## src/rtl/apb_gpio_arb_pkg.sv

```systemverilog
// Shared types and constants for the round-robin APB master.
//   arb_state_t : transaction sequencer states
//   TO_CNT_W    : width of the wait-state / timeout counter (covers TIMEOUT up to 255)
package apb_gpio_arb_pkg;

  typedef enum logic [1:0] {
    ST_IDLE   = 2'd0,
    ST_SETUP  = 2'd1,
    ST_ACCESS = 2'd2,
    ST_RESP   = 2'd3
  } arb_state_t;

  localparam int TO_CNT_W = $clog2(256);

endpackage

```

## src/rtl/rr_arbiter.sv

```systemverilog
// Combinational round-robin picker.
//   i_req        : request vector, one bit per requester
//   i_last_grant : index of the previously served requester
//   o_grant      : one-hot grant (all zero when nothing requests)
//   o_grant_idx  : binary index of the granted requester
//   o_any        : at least one request present
module rr_arbiter
  import apb_gpio_arb_pkg::*;
#(
  parameter int NREQ = 2,
  parameter int IW   = (NREQ > 1) ? $clog2(NREQ) : 1
) (
  input  logic [NREQ-1:0] i_req,
  input  logic [IW-1:0]   i_last_grant,
  output logic [NREQ-1:0] o_grant,
  output logic [IW-1:0]   o_grant_idx,
  output logic            o_any
);

  logic w_found;

  // Walk the candidates in priority order (last+1, last+2, ...); the first
  // requesting one wins. The inner loop keeps every bit select constant.
  always_comb begin
    o_grant     = '0;
    o_grant_idx = '0;
    w_found     = 1'b0;
    for (int off = 1; off <= NREQ; off++) begin
      for (int i = 0; i < NREQ; i++) begin
        if (!w_found && i_req[i] && (i == ((int'(i_last_grant) + off) % NREQ))) begin
          w_found     = 1'b1;
          o_grant[i]  = 1'b1;
          o_grant_idx = IW'(i);
        end
      end
    end
  end

  assign o_any = w_found;

endmodule

```

## src/rtl/apb_gpio_arb.sv

```systemverilog
// Round-robin APB master sharing one APB slave between NREQ requesters.
// Ports:
//   clk, rstn              : clock, asynchronous active-low reset
//   req_valid/ready/write  : per-requester request handshake and direction
//   req_addr, req_wdata    : packed per-requester address / write data
//   rsp_valid              : one-hot completion pulse to the served requester
//   rsp_rdata, rsp_err     : shared response payload, valid with rsp_valid
//   psel..pwdata           : APB master outputs
//   prdata, pready, pslverr: APB slave response
module apb_gpio_arb
  import apb_gpio_arb_pkg::*;
#(
  parameter int NREQ    = 2,
  parameter int AW      = 32,
  parameter int DW      = 32,
  parameter int TIMEOUT = 16
) (
  input  logic               clk,
  input  logic               rstn,
  input  logic [NREQ-1:0]    req_valid,
  output logic [NREQ-1:0]    req_ready,
  input  logic [NREQ-1:0]    req_write,
  input  logic [NREQ*AW-1:0] req_addr,
  input  logic [NREQ*DW-1:0] req_wdata,
  output logic [NREQ-1:0]    rsp_valid,
  output logic [DW-1:0]      rsp_rdata,
  output logic               rsp_err,
  output logic               psel,
  output logic               penable,
  output logic               pwrite,
  output logic [AW-1:0]      paddr,
  output logic [DW-1:0]      pwdata,
  input  logic [DW-1:0]      prdata,
  input  logic               pready,
  input  logic               pslverr
);

  localparam int IW = (NREQ > 1) ? $clog2(NREQ) : 1;

  arb_state_t          r_state;
  logic [IW-1:0]       r_last;
  logic [IW-1:0]       r_gidx;
  logic                r_write;
  logic [AW-1:0]       r_addr;
  logic [DW-1:0]       r_wdata;
  logic [DW-1:0]       r_rdata;
  logic                r_err;
  logic [TO_CNT_W-1:0] r_cnt;

  logic [NREQ-1:0]     w_req;
  logic [NREQ-1:0]     w_grant;
  logic [IW-1:0]       w_gidx;
  logic                w_any;
  logic                w_cap_write;
  logic [AW-1:0]       w_cap_addr;
  logic [DW-1:0]       w_cap_wdata;
  logic                w_timeout;

  // Requests are only looked at in IDLE. Gating with rstn keeps req_ready
  // low while reset is held, since the grant path is combinational.
  assign w_req = ((r_state == ST_IDLE) && rstn) ? req_valid : '0;

  rr_arbiter #(
    .NREQ (NREQ),
    .IW   (IW)
  ) u_rr (
    .i_req        (w_req),
    .i_last_grant (r_last),
    .o_grant      (w_grant),
    .o_grant_idx  (w_gidx),
    .o_any        (w_any)
  );

  // One-hot mux of the granted requester's fields.
  always_comb begin
    w_cap_write = 1'b0;
    w_cap_addr  = '0;
    w_cap_wdata = '0;
    for (int i = 0; i < NREQ; i++) begin
      if (w_grant[i]) begin
        w_cap_write = req_write[i];
        w_cap_addr  = req_addr[i*AW +: AW];
        w_cap_wdata = req_wdata[i*DW +: DW];
      end
    end
  end

  assign w_timeout = (r_cnt == TO_CNT_W'(TIMEOUT - 1));

  always_ff @(posedge clk or negedge rstn) begin
    if (!rstn) begin
      r_state <= ST_IDLE;
      r_last  <= IW'(NREQ - 1);
      r_gidx  <= '0;
      r_write <= 1'b0;
      r_addr  <= '0;
      r_wdata <= '0;
      r_rdata <= '0;
      r_err   <= 1'b0;
      r_cnt   <= '0;
    end else begin
      case (r_state)
        ST_IDLE: begin
          if (w_any) begin
            r_gidx  <= w_gidx;
            r_write <= w_cap_write;
            r_addr  <= w_cap_addr;
            r_wdata <= w_cap_wdata;
            r_state <= ST_SETUP;
          end
        end
        ST_SETUP: begin
          r_cnt   <= '0;
          r_state <= ST_ACCESS;
        end
        ST_ACCESS: begin
          // pready wins over the timeout when both land in the same cycle.
          if (pready) begin
            r_rdata <= r_write ? '0 : prdata;
            r_err   <= pslverr;
            r_state <= ST_RESP;
          end else if (w_timeout) begin
            r_rdata <= '0;
            r_err   <= 1'b1;
            r_state <= ST_RESP;
          end else begin
            r_cnt <= r_cnt + 1'b1;
          end
        end
        ST_RESP: begin
          r_last  <= r_gidx;
          r_state <= ST_IDLE;
        end
        default: r_state <= ST_IDLE;
      endcase
    end
  end

  assign req_ready = w_grant;
  assign psel      = (r_state == ST_SETUP) || (r_state == ST_ACCESS);
  assign penable   = (r_state == ST_ACCESS);
  assign pwrite    = r_write;
  assign paddr     = r_addr;
  assign pwdata    = r_wdata;
  assign rsp_rdata = r_rdata;
  assign rsp_err   = r_err;

  generate
    for (genvar gi = 0; gi < NREQ; gi++) begin : g_rsp
      assign rsp_valid[gi] = (r_state == ST_RESP) && (r_gidx == IW'(gi));
    end
  endgenerate

endmodule

```

## config.mk

```make
export PLATFORM = sky130hd
export DESIGN_NAME = apb_gpio_arb
export DESIGN_NICKNAME = d
export VERILOG_FILES = /design/src/rtl/apb_gpio_arb_pkg.sv /design/src/rtl/rr_arbiter.sv /design/src/rtl/apb_gpio_arb.sv
export SDC_FILE = /design/constraint.sdc
export NUM_CORES = 1
export LEC_CHECK = 0
export ABC_CLOCK_PERIOD_IN_PS = 2200
export CAP_MARGIN = 15
export CORE_MARGIN = 2
export CORE_UTILIZATION = 38
export DETAILED_ROUTE_END_ITERATION = 10
export GPL_ROUTABILITY_DRIVEN = 0
export PLACE_DENSITY_LB_ADDON = 0.12
export SLEW_MARGIN = 40
export SYNTH_ARGS = -nofsm -noshare
export SYNTH_HDL_FRONTEND = slang
export SYNTH_SLANG_ARGS = --single-unit
```

## constraint.sdc

```tcl
create_clock -name clk -period 2.2 [get_ports clk]
set_clock_uncertainty 0.05 [all_clocks]
set_input_delay 0.44 -clock clk [delete_from_list [all_inputs] [get_ports clk]]
set_output_delay 0.44 -clock clk [all_outputs]
set_load 0.02 [all_outputs]
```

==> reports/metrics.cfg <==
[finish]
seq_area_um2=2754
multi_input_area_um2=1426
fin_nets=829
fillerInstances=979
drive_gt1_share_pct=6.354
instances_no_fill=808
syn_to_final_growth_pct=70.71
antenna_cells=0

[worst_setup_path]
crit_path_cell_trace=inv_1 > ha_2 > nand3_1 > a21oi_4 > buf_2
crit_slowest_cell=dfrtp_1
slowest_delay_ns=0.40
cp.required_ns=1.71
critPathLaunchType=flop
crit_arrival_ns=1.59
path_max_fanout=4
critPathKind=flop to primary output
critPathCaptureType=primary output
worst-path-buf-inv=2
critPathTopFamily=flip-flops

[yosys]
yosys_warnings=0
netlist_instances=387
synth_cell_types=38
avgSynthCellArea_um2=11.78
ys_ff_latch=110
syn_nets=560
netlist_area_um2=4558
yosysSeqAreaShare_pct=60.42

[clock_network]
cts_tree=done
numCtsBuffers=9
cts_hold_buffers=0
cts-resized-gates=10
cts_buffer_depth=2
clock-root-buffer=clkbuf_16
clk_latency_ns=0.34
clkTransAtPathRegs_ns=0.07
postCtsSetupBuffers=0
htree_num_levels=3
cts.sinks=110

[drt]
wirelength_mm=15.31
via_count=4364
drt-pass1-iter-count=9
drtIter0Drc=492
drtAntennaViolNets=0
wl_per_cell_um=18.95
viasPerCell=5.401
drcViolationCount=0

[power]
vdd_drop_max_uv=730.9
power_density_nw_per_um2=1325
leakagePower_nw=3.610
p_total_mw=10.31

[sta]
period_minus_slack_ns=2.082
worst_slew_pin_slew_ns=0.7009
drv_slew=0
setup_ws_ns=0.1178
hold_viol=0
max_freq_mhz=480.3
setup_viol=0
rsz0062_at_grt=false
period_share_pct=94.64
whs_ns=0.1724
tns_ns=0
slew_headroom_pct=53.28

[min_path]
hp-class=input pin to asynchronous set/reset pin

[flow_run]
drv_cap=0

[global_route]
antenna_found_initial=0
gr-usage-all-layers_pct=23.32
grt_max_degree=67
grt_pass1_wl_mm=23.67
grt_overflow=0
grt_pass1_vias=4320

[floorplanning]
core_area_um2=11860
dieArea_um2=12890
ios=272
die_h_um=113.5
die_w_um=113.5
rows=40
initial_utilization_pct=38.43

[outcome]
outcome=completed

[placement]
pre_cts_ws_ns=-0.1432
port_buffers=271
hpwl_mm=11.18
dp.cells=792

==> per-stage QoR <==
stage | utilization [%] | instance area (um^2)
6_report | 65.60 | 7781
3_5_place_dp | 63.07 | 7481
2_1_floorplan | - | 4558
5_1_grt | 65.60 | 7781
3_3_place_gp | 63.07 | 7481
4_1_cts | 65.61 | 7782
==> state kept, by name (all words and copies together), names as in the netlist <==
signal and cells:
r_last 1, paddr 32, r_state 2, rsp_rdata 32, r_cnt 8, r_gidx 1, pwdata 32, rsp_err 1
pwrite 1
==> placed cells by master (no fill, tap or decap), types with 2 or more instances in the layout <==
| master | instances |
|---|---|
| a21oi_1 | 2 |
| a21oi_4 | 2 |
| a222oi_1 | 65 |
| a22o_1 | 24 |
| and2_1 | 3 |
| buf_12 | 2 |
| buf_4 | 13 |
| buf_6 | 2 |
| clkbuf_1 | 2 |
| clkbuf_16 | 9 |
| clkbuf_8 | 2 |
| clkdlybuf4s50_1 | 264 |
| dfrtp_1 | 109 |
| dlygate4sd2_1 | 4 |
| ha_1 | 4 |
| inv_1 | 71 |
| nand2_1 | 25 |
| nand3_1 | 13 |
| nand4_1 | 2 |
| nor2_1 | 6 |
| nor2b_1 | 3 |
| o21ai_1 | 4 |
| o311ai_1 | 2 |
| o41ai_1 | 3 |
==> cells by family after synthesis <==
logic type	after synthesis	synth area share, %
AOI/OAI and AO/OA	113	23.06
DFF	110	60.42
buffers and inverters	100	8.894
and+or+nand+nor	58	6.012
adders and majority gates	5	1.372
muxes	1	0.2470
==> report_power, final <==
part	internal, mW	switching, mW
clock network	0.945	0.700
registers	2.91	0.510
logic	2.62	2.62
==> cells in the mapped netlist (all sizes together) <==
cell type,count,area [um^2]
a21oi,4,20.02
ha,5,62.56
nand2,26,97.59
o31a,1,8.760
a222oi,65,650.6
mux2,1,11.26
nor2b,3,18.77
or3,1,6.260
dfrtp,109,2728
nand4,2,12.51
nand3,13,65.06
buf,15,86.33
o211ai,2,20.02
nor4,1,6.260
o311ai,3,26.28
nand2b,1,6.260
o41ai,3,26.28
nor2,6,22.52
o22a,1,8.760
a2bb2oi,1,8.760
o21bai,1,7.510
o21ai,6,41.29
nand4b,1,8.760
dfstp,1,26.28
o21a,1,15.01
o31ai,1,7.510
a22o,24,210.2
inv,71,266.5
and2,3,18.77
or4,1,11.26
clkbuf,14,52.55
==> layer usage <==
| layer | track usage (%) | vias up | wire [um] |
|---|---|---|---|
| met4 | 5.528 | 0 | 207 |
| met5 | 0 | - | 0 |
| met1 | 29.55 | 2133 | 6065 |
| met2 | 39.68 | 218 | 7693 |
| li1 | - | 1994 | - |
| met3 | 6.854 | 19 | 1342 |
==> final cells by class <==
cell class / count / share of cell area, %
timing repair buffer: 287 / 36.60
sequential: 110 / 35.39
multi-input combinational: 177 / 18.33
inverter: 71 / 3.425
clock buffer: 13 / 3.345
tap: 147 / 2.364
clock inverter: 3 / 0.5467
==> final timing paths <==
kind | start | end | slack, ns | cells past startpoint
worst max-delay path | r_state[0] | req_ready[1] | 0.12 | 5
worst min-delay path | rstn | paddr[30] | 0.17 | 2
worst max register to register | r_state[0] | paddr[1] | 0.20 | 7
worst min register to register | rsp_rdata[5] | rsp_rdata[5] | 0.42 | 2
max in group asynchronous | rstn | pwdata[19] | 0.90 | 3
min in group clk | rsp_rdata[5] | rsp_rdata[5] | 0.42 | 2
No activity file was read; power rests on OpenSTA's default activity.
